## src/rtl/ext_int_controller.sv

```systemverilog
// ext_int_controller: latches peripheral interrupts as pending, masks and prioritises them,
// and drives the core's EIC_I_Req/EIC_I_Id/EIC_I_Ack handshake.
// Ports: Sys_Clock/Sys_Reset   clock, synchronous active-high reset
//        Irq_Src               interrupt source lines
//        IO_EnR/IO_EnW         IO read/write strobes
//        IO_Address/IO_DataW   IO word address and write data
//        IO_DataR              IO read data (0 when not selected for read)
//        EIC_I_Req/EIC_I_Id    registered request and source index to the core
//        EIC_I_Ack             core acknowledge
module ext_int_controller #(
    parameter int          NUM_SRC   = 8,
    parameter int          ID_WIDTH  = 3,
    parameter logic [29:0] BASE_ADDR = 30'h0000100
) (
    input  logic                Sys_Clock,
    input  logic                Sys_Reset,
    input  logic [NUM_SRC-1:0]  Irq_Src,
    input  logic                IO_EnR,
    input  logic                IO_EnW,
    input  logic [29:0]         IO_Address,
    input  logic [31:0]         IO_DataW,
    output logic [31:0]         IO_DataR,
    output logic                EIC_I_Req,
    output logic [ID_WIDTH-1:0] EIC_I_Id,
    input  logic                EIC_I_Ack
);
    typedef enum logic [1:0] {IDLE, REQ, GAP} state_t;
    state_t state;
    logic [NUM_SRC-1:0] pend, mask, edg, prev, active, set_v, clr_v, wdat;
    logic [29:0] off;
    logic sel, wr, ack_fire, unused_data;
    logic [ID_WIDTH-1:0] win;
    logic [31:0] status;

    // Addresses below BASE_ADDR wrap to huge offsets, so one compare decodes the window
    assign off = IO_Address - BASE_ADDR;
    assign sel = off < 30'd8;
    assign wr = IO_EnW & sel;
    assign wdat = IO_DataW[NUM_SRC-1:0];
    assign unused_data = ^IO_DataW;
    assign active = pend & mask;
    assign ack_fire = (state == REQ) & EIC_I_Ack;
    // Edge sources set only on a rising edge, level sources every cycle they are high
    assign set_v = (Irq_Src & ~(edg & prev)) | ((wr && off[2:0] == 3'd4) ? wdat : '0);
    assign clr_v = ((wr && off[2:0] == 3'd0) ? wdat : '0) | (ack_fire ? NUM_SRC'(1) << EIC_I_Id : '0);

    always_comb begin
        win = '0;
        for (int i = NUM_SRC - 1; i >= 0; i--)
            if (active[i]) win = ID_WIDTH'(i);
    end

    always_comb begin
        status = '0;
        status[ID_WIDTH-1:0] = EIC_I_Id;
        status[31] = state != IDLE;
    end

    assign IO_DataR = !(IO_EnR && sel) ? '0 :
                      off[2:0] == 3'd0 ? 32'(pend) :
                      off[2:0] == 3'd1 ? 32'(mask) :
                      off[2:0] == 3'd2 ? 32'(edg) :
                      off[2:0] == 3'd3 ? status : '0;

    always_ff @(posedge Sys_Clock) begin
        if (Sys_Reset) begin
            pend <= '0;
            mask <= '0;
            edg <= '0;
            prev <= '0;
            state <= IDLE;
            EIC_I_Req <= 1'b0;
            EIC_I_Id <= '0;
        end else begin
            prev <= Irq_Src;
            // Set wins over clear, so a level source still high survives its own ack
            pend <= (pend & ~clr_v) | set_v;
            if (wr && off[2:0] == 3'd1) mask <= wdat;
            if (wr && off[2:0] == 3'd2) edg <= wdat;
            case (state)
                IDLE: if (|active) begin
                    state <= REQ;
                    EIC_I_Req <= 1'b1;
                    EIC_I_Id <= win;
                end
                REQ: if (EIC_I_Ack) begin
                    state <= GAP;
                    EIC_I_Req <= 1'b0;
                end
                GAP: state <= IDLE;
                default: state <= IDLE;
            endcase
        end
    end
endmodule

```

## config.mk

```make
export PLATFORM = sky130hd
export DESIGN_NAME = ext_int_controller
export DESIGN_NICKNAME = d
export VERILOG_FILES = /design/src/rtl/ext_int_controller.sv
export SDC_FILE = /design/constraint.sdc
export NUM_CORES = 1
export LEC_CHECK = 0
export ABC_AREA = 1
export BUFFER_PORTS_ARGS = -buffer_cell sky130_fd_sc_hd__clkbuf_2
export CAP_MARGIN = 20
export CORE_MARGIN = 3
export CORE_UTILIZATION = 45
export CTS_BUF_LIST = sky130_fd_sc_hd__clkbuf_4 sky130_fd_sc_hd__clkbuf_8
export CTS_CLUSTER_SIZE = 10
export DETAILED_ROUTE_END_ITERATION = 8
export PLACE_DENSITY = 0.83
export SLEW_MARGIN = 25
export SYNTH_ARGS = -nofsm -noshare
export SYNTH_HDL_FRONTEND = slang
export SYNTH_SLANG_ARGS = --single-unit
export TNS_END_PERCENT = 5
```

## constraint.sdc

```tcl
create_clock -name Sys_Clock -period 2.48 [get_ports Sys_Clock]
set_clock_uncertainty 0.05 [all_clocks]
set_input_delay 0.372 -clock Sys_Clock [delete_from_list [all_inputs] [get_ports Sys_Clock]]
set_output_delay 0.372 -clock Sys_Clock [all_outputs]
set_load 0.02 [all_outputs]
```

# Word-level counts from Yosys, hierarchy flattened

Cells that the tools add are included.

Multiplexer cells: 22
Magnitude comparators: 1
Bitwise logic cells: 11
Reduce and logical (&&, ||, !) cells: 13
Add/sub/neg operators: 1
Shifts and indexed selects: 1
Equality and inequality tests: 7

Operator list:

| cell                    | number |
|---|---|
| $mux W32                | 5 |
| $and A8 B8 Y8           | 4 |
| $lt A30 B4 Y1 const B   | 1 |
| $sub A30 B9 Y30 const B | 1 |
| $mux W3                 | 8 |
| $mux W8                 | 3 |
| $or A8 B8 Y8            | 3 |
| $not A8 Y8              | 2 |
| $reduce_or A8 Y1        | 1 |
| $shl A1 B3 Y8 const A   | 1 |
| $eq A3 B2 Y1 const B    | 2 |
| $logic_and A1 B1 Y1     | 5 |
| $mux W2                 | 2 |
| $ne A2 B2 Y1 const B    | 2 |
| $pmux W2 S2             | 1 |
| $reduce_and A2 Y1       | 2 |
| $reduce_bool A2 Y1      | 2 |
| $eq A3 B1 Y1 const B    | 1 |
| $eq A3 B3 Y1 const B    | 1 |
| $logic_not A3 Y1        | 1 |
| $reduce_and A3 Y1       | 1 |
| $and A1 B1 Y1           | 2 |
| $eq A2 B1 Y1 const B    | 1 |
| $logic_not A2 Y1        | 1 |
| other kinds (2)         | 3 |

Bits in registers: 38
Word-level logic and storage cells: 63
Output and inout port bits: 36

# Depth between registers and ports, before layout

Word-level depth: 9
Gate-level depth with buffers: 15

# Least setup slack after synthesis

No wires, ideal clock.

Path kind: input-to-output
Start point: in IO_Address[23]
End point: out IO_DataR[31]
Arrival: 1.904 ns
Data required time: 2.058 ns
Slack: 0.154 ns
Buffers on the path: 0
Cell stages on the path: 10
Path through: or2_2 > nor2_1 > nand3_1 > nand2_1 > nand2_1 > inv_2 > nand3_1 > nor2_2 > nand3_1 > nor3_1

Cells in the longest elaborated chain, start to end: 4

RTL lines:

| item                | RTL line | source |
|---|---|---|
| from (decl)         | 20       | `input logic [29:0] IO_Address,` |
| $sub A30 B9 Y30     | 36       | `assign off = IO_Address - BASE_ADDR;` |
| $lt A30 B4 Y1       | 37       | `assign sel = off < 30'd8;` |
| $logic_and A1 B1 Y1 | 59       | `assign IO_DataR = !(IO_EnR && sel) ? '0 :` |
| $mux W32            | 59       |  |
| to (decl)           | 22       | `output logic [31:0] IO_DataR,` |

No other way between the ends.

# Worst setup path in the final report

Start point: in IO_Address[19]
End point: out IO_DataR[0]

The elaborated chain is that of the path after synthesis.

==> metrics <==
Crit path top cell by count nand2_1; Static Leak 1.498 nW; most common cell after layout, fill and taps aside nor2_1; synthesis-stage register bit count 38; top_reg_cell synth dfxtp_1; core area 5205 µm²; r2r setup slk a little over 1000 ps; largest net degree at the start of global routing 23; # fillers 525; Max-Cap Viols 0; Post-CTS Setup Bufs 0; area post-placement 2833 µm²; worst-margin pin slew 531.9 ps; hold path depth 3; HPWL Detailed between 4000 and 5000 µm; CTS Buf Count 5; Worst Hold Class in -> reg; asr flop ratio synth 0%; vias in the first global route approximately 2300; 1st-iter DRT viols 116; initial core utilization 47.55%; clock group share of total power 35.4%; average instance area after synthesis around 6.4 µm²; RSZ-0062 raised after global routing yes; Max Fclk 419.0 MHz; Final ANT Viol Nets 0; crit start category input pin; Placer Congestion 0.9172; initial antenna violation count 0; Slew HR 64.50%; Seq/Total Area, Yosys 30.74%; area of the multi-input gates ~1400 µm²; global-route wire length before repair ~9900 µm; share of layout cells above drive strength 1 22.80%; total placed cells including tap cells 527; IO buf count 63; Die W 80.16 µm; TritonCTS Sinks 38; status completed; Yosys top cell area share 30.74%; Critical Path Source IO_Address[19]; Hold Path End prev[5]; Die Height 80.16 µm; Post-Syn Area 2475 µm²; DR vias/cell 4.849; final core occ ~57%; endpoints failing hold 0; Sw Share a little over a quarter; Finished Layout Cells 535; most frequent cells in the layout nor2_1, nand2_1, clkbuf_2; crit path capture type output port; WP data required 2060 ps; drt first pass iters 4; FP Rows 26; Critical Path AT 1960 ps; clk_lat worst skew 290 ps; Area growth syn-to-layout 20.02%; final instance area 2970 µm²; CTS Root Cell clkbuf_8; delay-heaviest family, CP simple AND/OR/NAND/NOR gates; Ports 111; CTS tree built; PD cells 425.3 nW/µm²; area of the die 6426 µm²; reg2reg end EIC_I_Id[1]; total track usage 19.36%; # diodes 0; sum of negative setup slack 0 ps; combinational power share 14.2%; grt total ovfl 0; Max Slew Vio Count 0; top post-synthesis cells by area dfxtp_1, nor2_1, nand2_1; CP Class in -> out; final setup vio count 0; Buf/Inv on CP 4; fin crit share 96.24%; Final nets roughly 540; worst ir drop on vdd about 0.37 mV; r2r startpoint mask[0]; Synth area leader dfxtp_1; worst r2r path cells 7; Synth cell types 35; Seq. cell area 760.7 µm²; Hold Slack 234.2 ps; Internal Pwr Total 0.0009279 W; via count between 2000 and 3000; EDFF count, synth 0; hold_buf cts 0; clock transition at the registers of the reported paths 80 ps; DRC viols 0; H-tree level count 2; Tmin final 2387 ps; fraction of power consumed by sequential logic ~50%; Psw 0.0003354 W; crit path cell chain clkbuf_2 > nor2_1 > nand2_1 > nor2_2 > nand3_1 > nand2_1 > nand2_1 > inv_2 > nand3_1 > nor2_2 > nand3_2 > buf_4 > a21oi_1 > buf_4; Max Buffers Root-to-Sink 2; Yosys Warn Count 0; Syn Inst Count about 390; Critical Path Fanout Max 3; Wirelength per Cell 11.57 µm; Hold Startpoint Irq_Src[5]; slowest CP cell buf_4; WL final ~6200 µm; slowest stage delay, CP about 170 ps
==> tightest hold or removal path, stage by stage <==
cell,delay (ps)
clkbuf_2,80
inv_1,50
nor2_1,40
==> stage by stage <==
stage	setup slack [ps]	power, W
floorplan	153.8	0.0007817
global placement	58.12	0.0008226
detailed placement	54.12	0.0008264
CTS	46.67	0.001274
global route	-71.91	0.001320
finish	93.29	0.001263
==> how the worst max path moves through the flow <==
stage	endpoint	slack, ps	depth (start not counted)
after global routing	IO_DataR[0]	-70	14
after floorplan	IO_DataR[31]	150	10
after global placement	IO_DataR[2]	60	14
after detailed placement	IO_DataR[2]	50	14
after CTS	IO_DataR[2]	50	14
final	IO_DataR[0]	90	14
==> flip-flops by register name, indices dropped and copies added, names as in the netlist <==
register	cells
mask	8
EIC_I_Id	3
EIC_I_Req	1
edg	8
prev	8
pend	8
state	2
==> cell type report <==
class,instances,share of cell area (%)
clock buffer,7,3.033
sequential,38,25.61
tap,70,2.949
inverter,53,6.698
timing repair buffer,74,13.98
multi-input combinational,292,47.56
clock inverter,1,0.1685
==> synthesized netlist by cell type, types with 5 or more instances <==
cell type	n
nor2_1	90
nand2_1	76
inv_1	52
dfxtp_1	38
a21oi_1	29
buf_4	23
nand3_1	11
o21bai_1	9
o41ai_1	8
nor3_1	6
a221oi_1	5
nor2_4	5
==> metal layers <==
| metal | up-vias | track usage (%) | wire length, µm |
|---|---|---|---|
| met5 | - | 0 | 0 |
| met4 | 0 | 7.264 | 156 |
| met3 | 15 | 3.251 | 521 |
| met2 | 120 | 32.86 | 3013 |
| met1 | 1118 | 24.40 | 2499 |
| li1 | 1341 | - | - |
==> kinds of logic after synthesis <==
group	Yosys count	synth area share, %
AO/OA/AOI/OAI	60	15.72
buffers and inverters	81	16.53
flip-flops	38	30.74
other	1	0.1515
AND/OR/NAND/NOR	209	36.85
==> what timing repair did <==
item                                   4_1_cts  5_1_grt
setup endpoints to repair                    0        9
resized for setup                            0       21
endpoints found under the hold margin        0        0
==> power by group through the flow <==
| stage | clock (W) | sequential, W | combinational (W) |
|---|---|---|---|
| 6_report | 0.000448 | 0.000636 | 0.000180 |
| 5_1_grt | 0.000480 | 0.000637 | 0.000203 |
| 4_1_cts | 0.000461 | 0.000635 | 0.000178 |
| 3_5_place_dp | 0 | 0.000649 | 0.000177 |
| 3_3_place_gp | 0 | 0.000649 | 0.000174 |
| 2_1_floorplan | 0 | 0.000647 | 0.000134 |
Power figures use the tool's default switching activity.
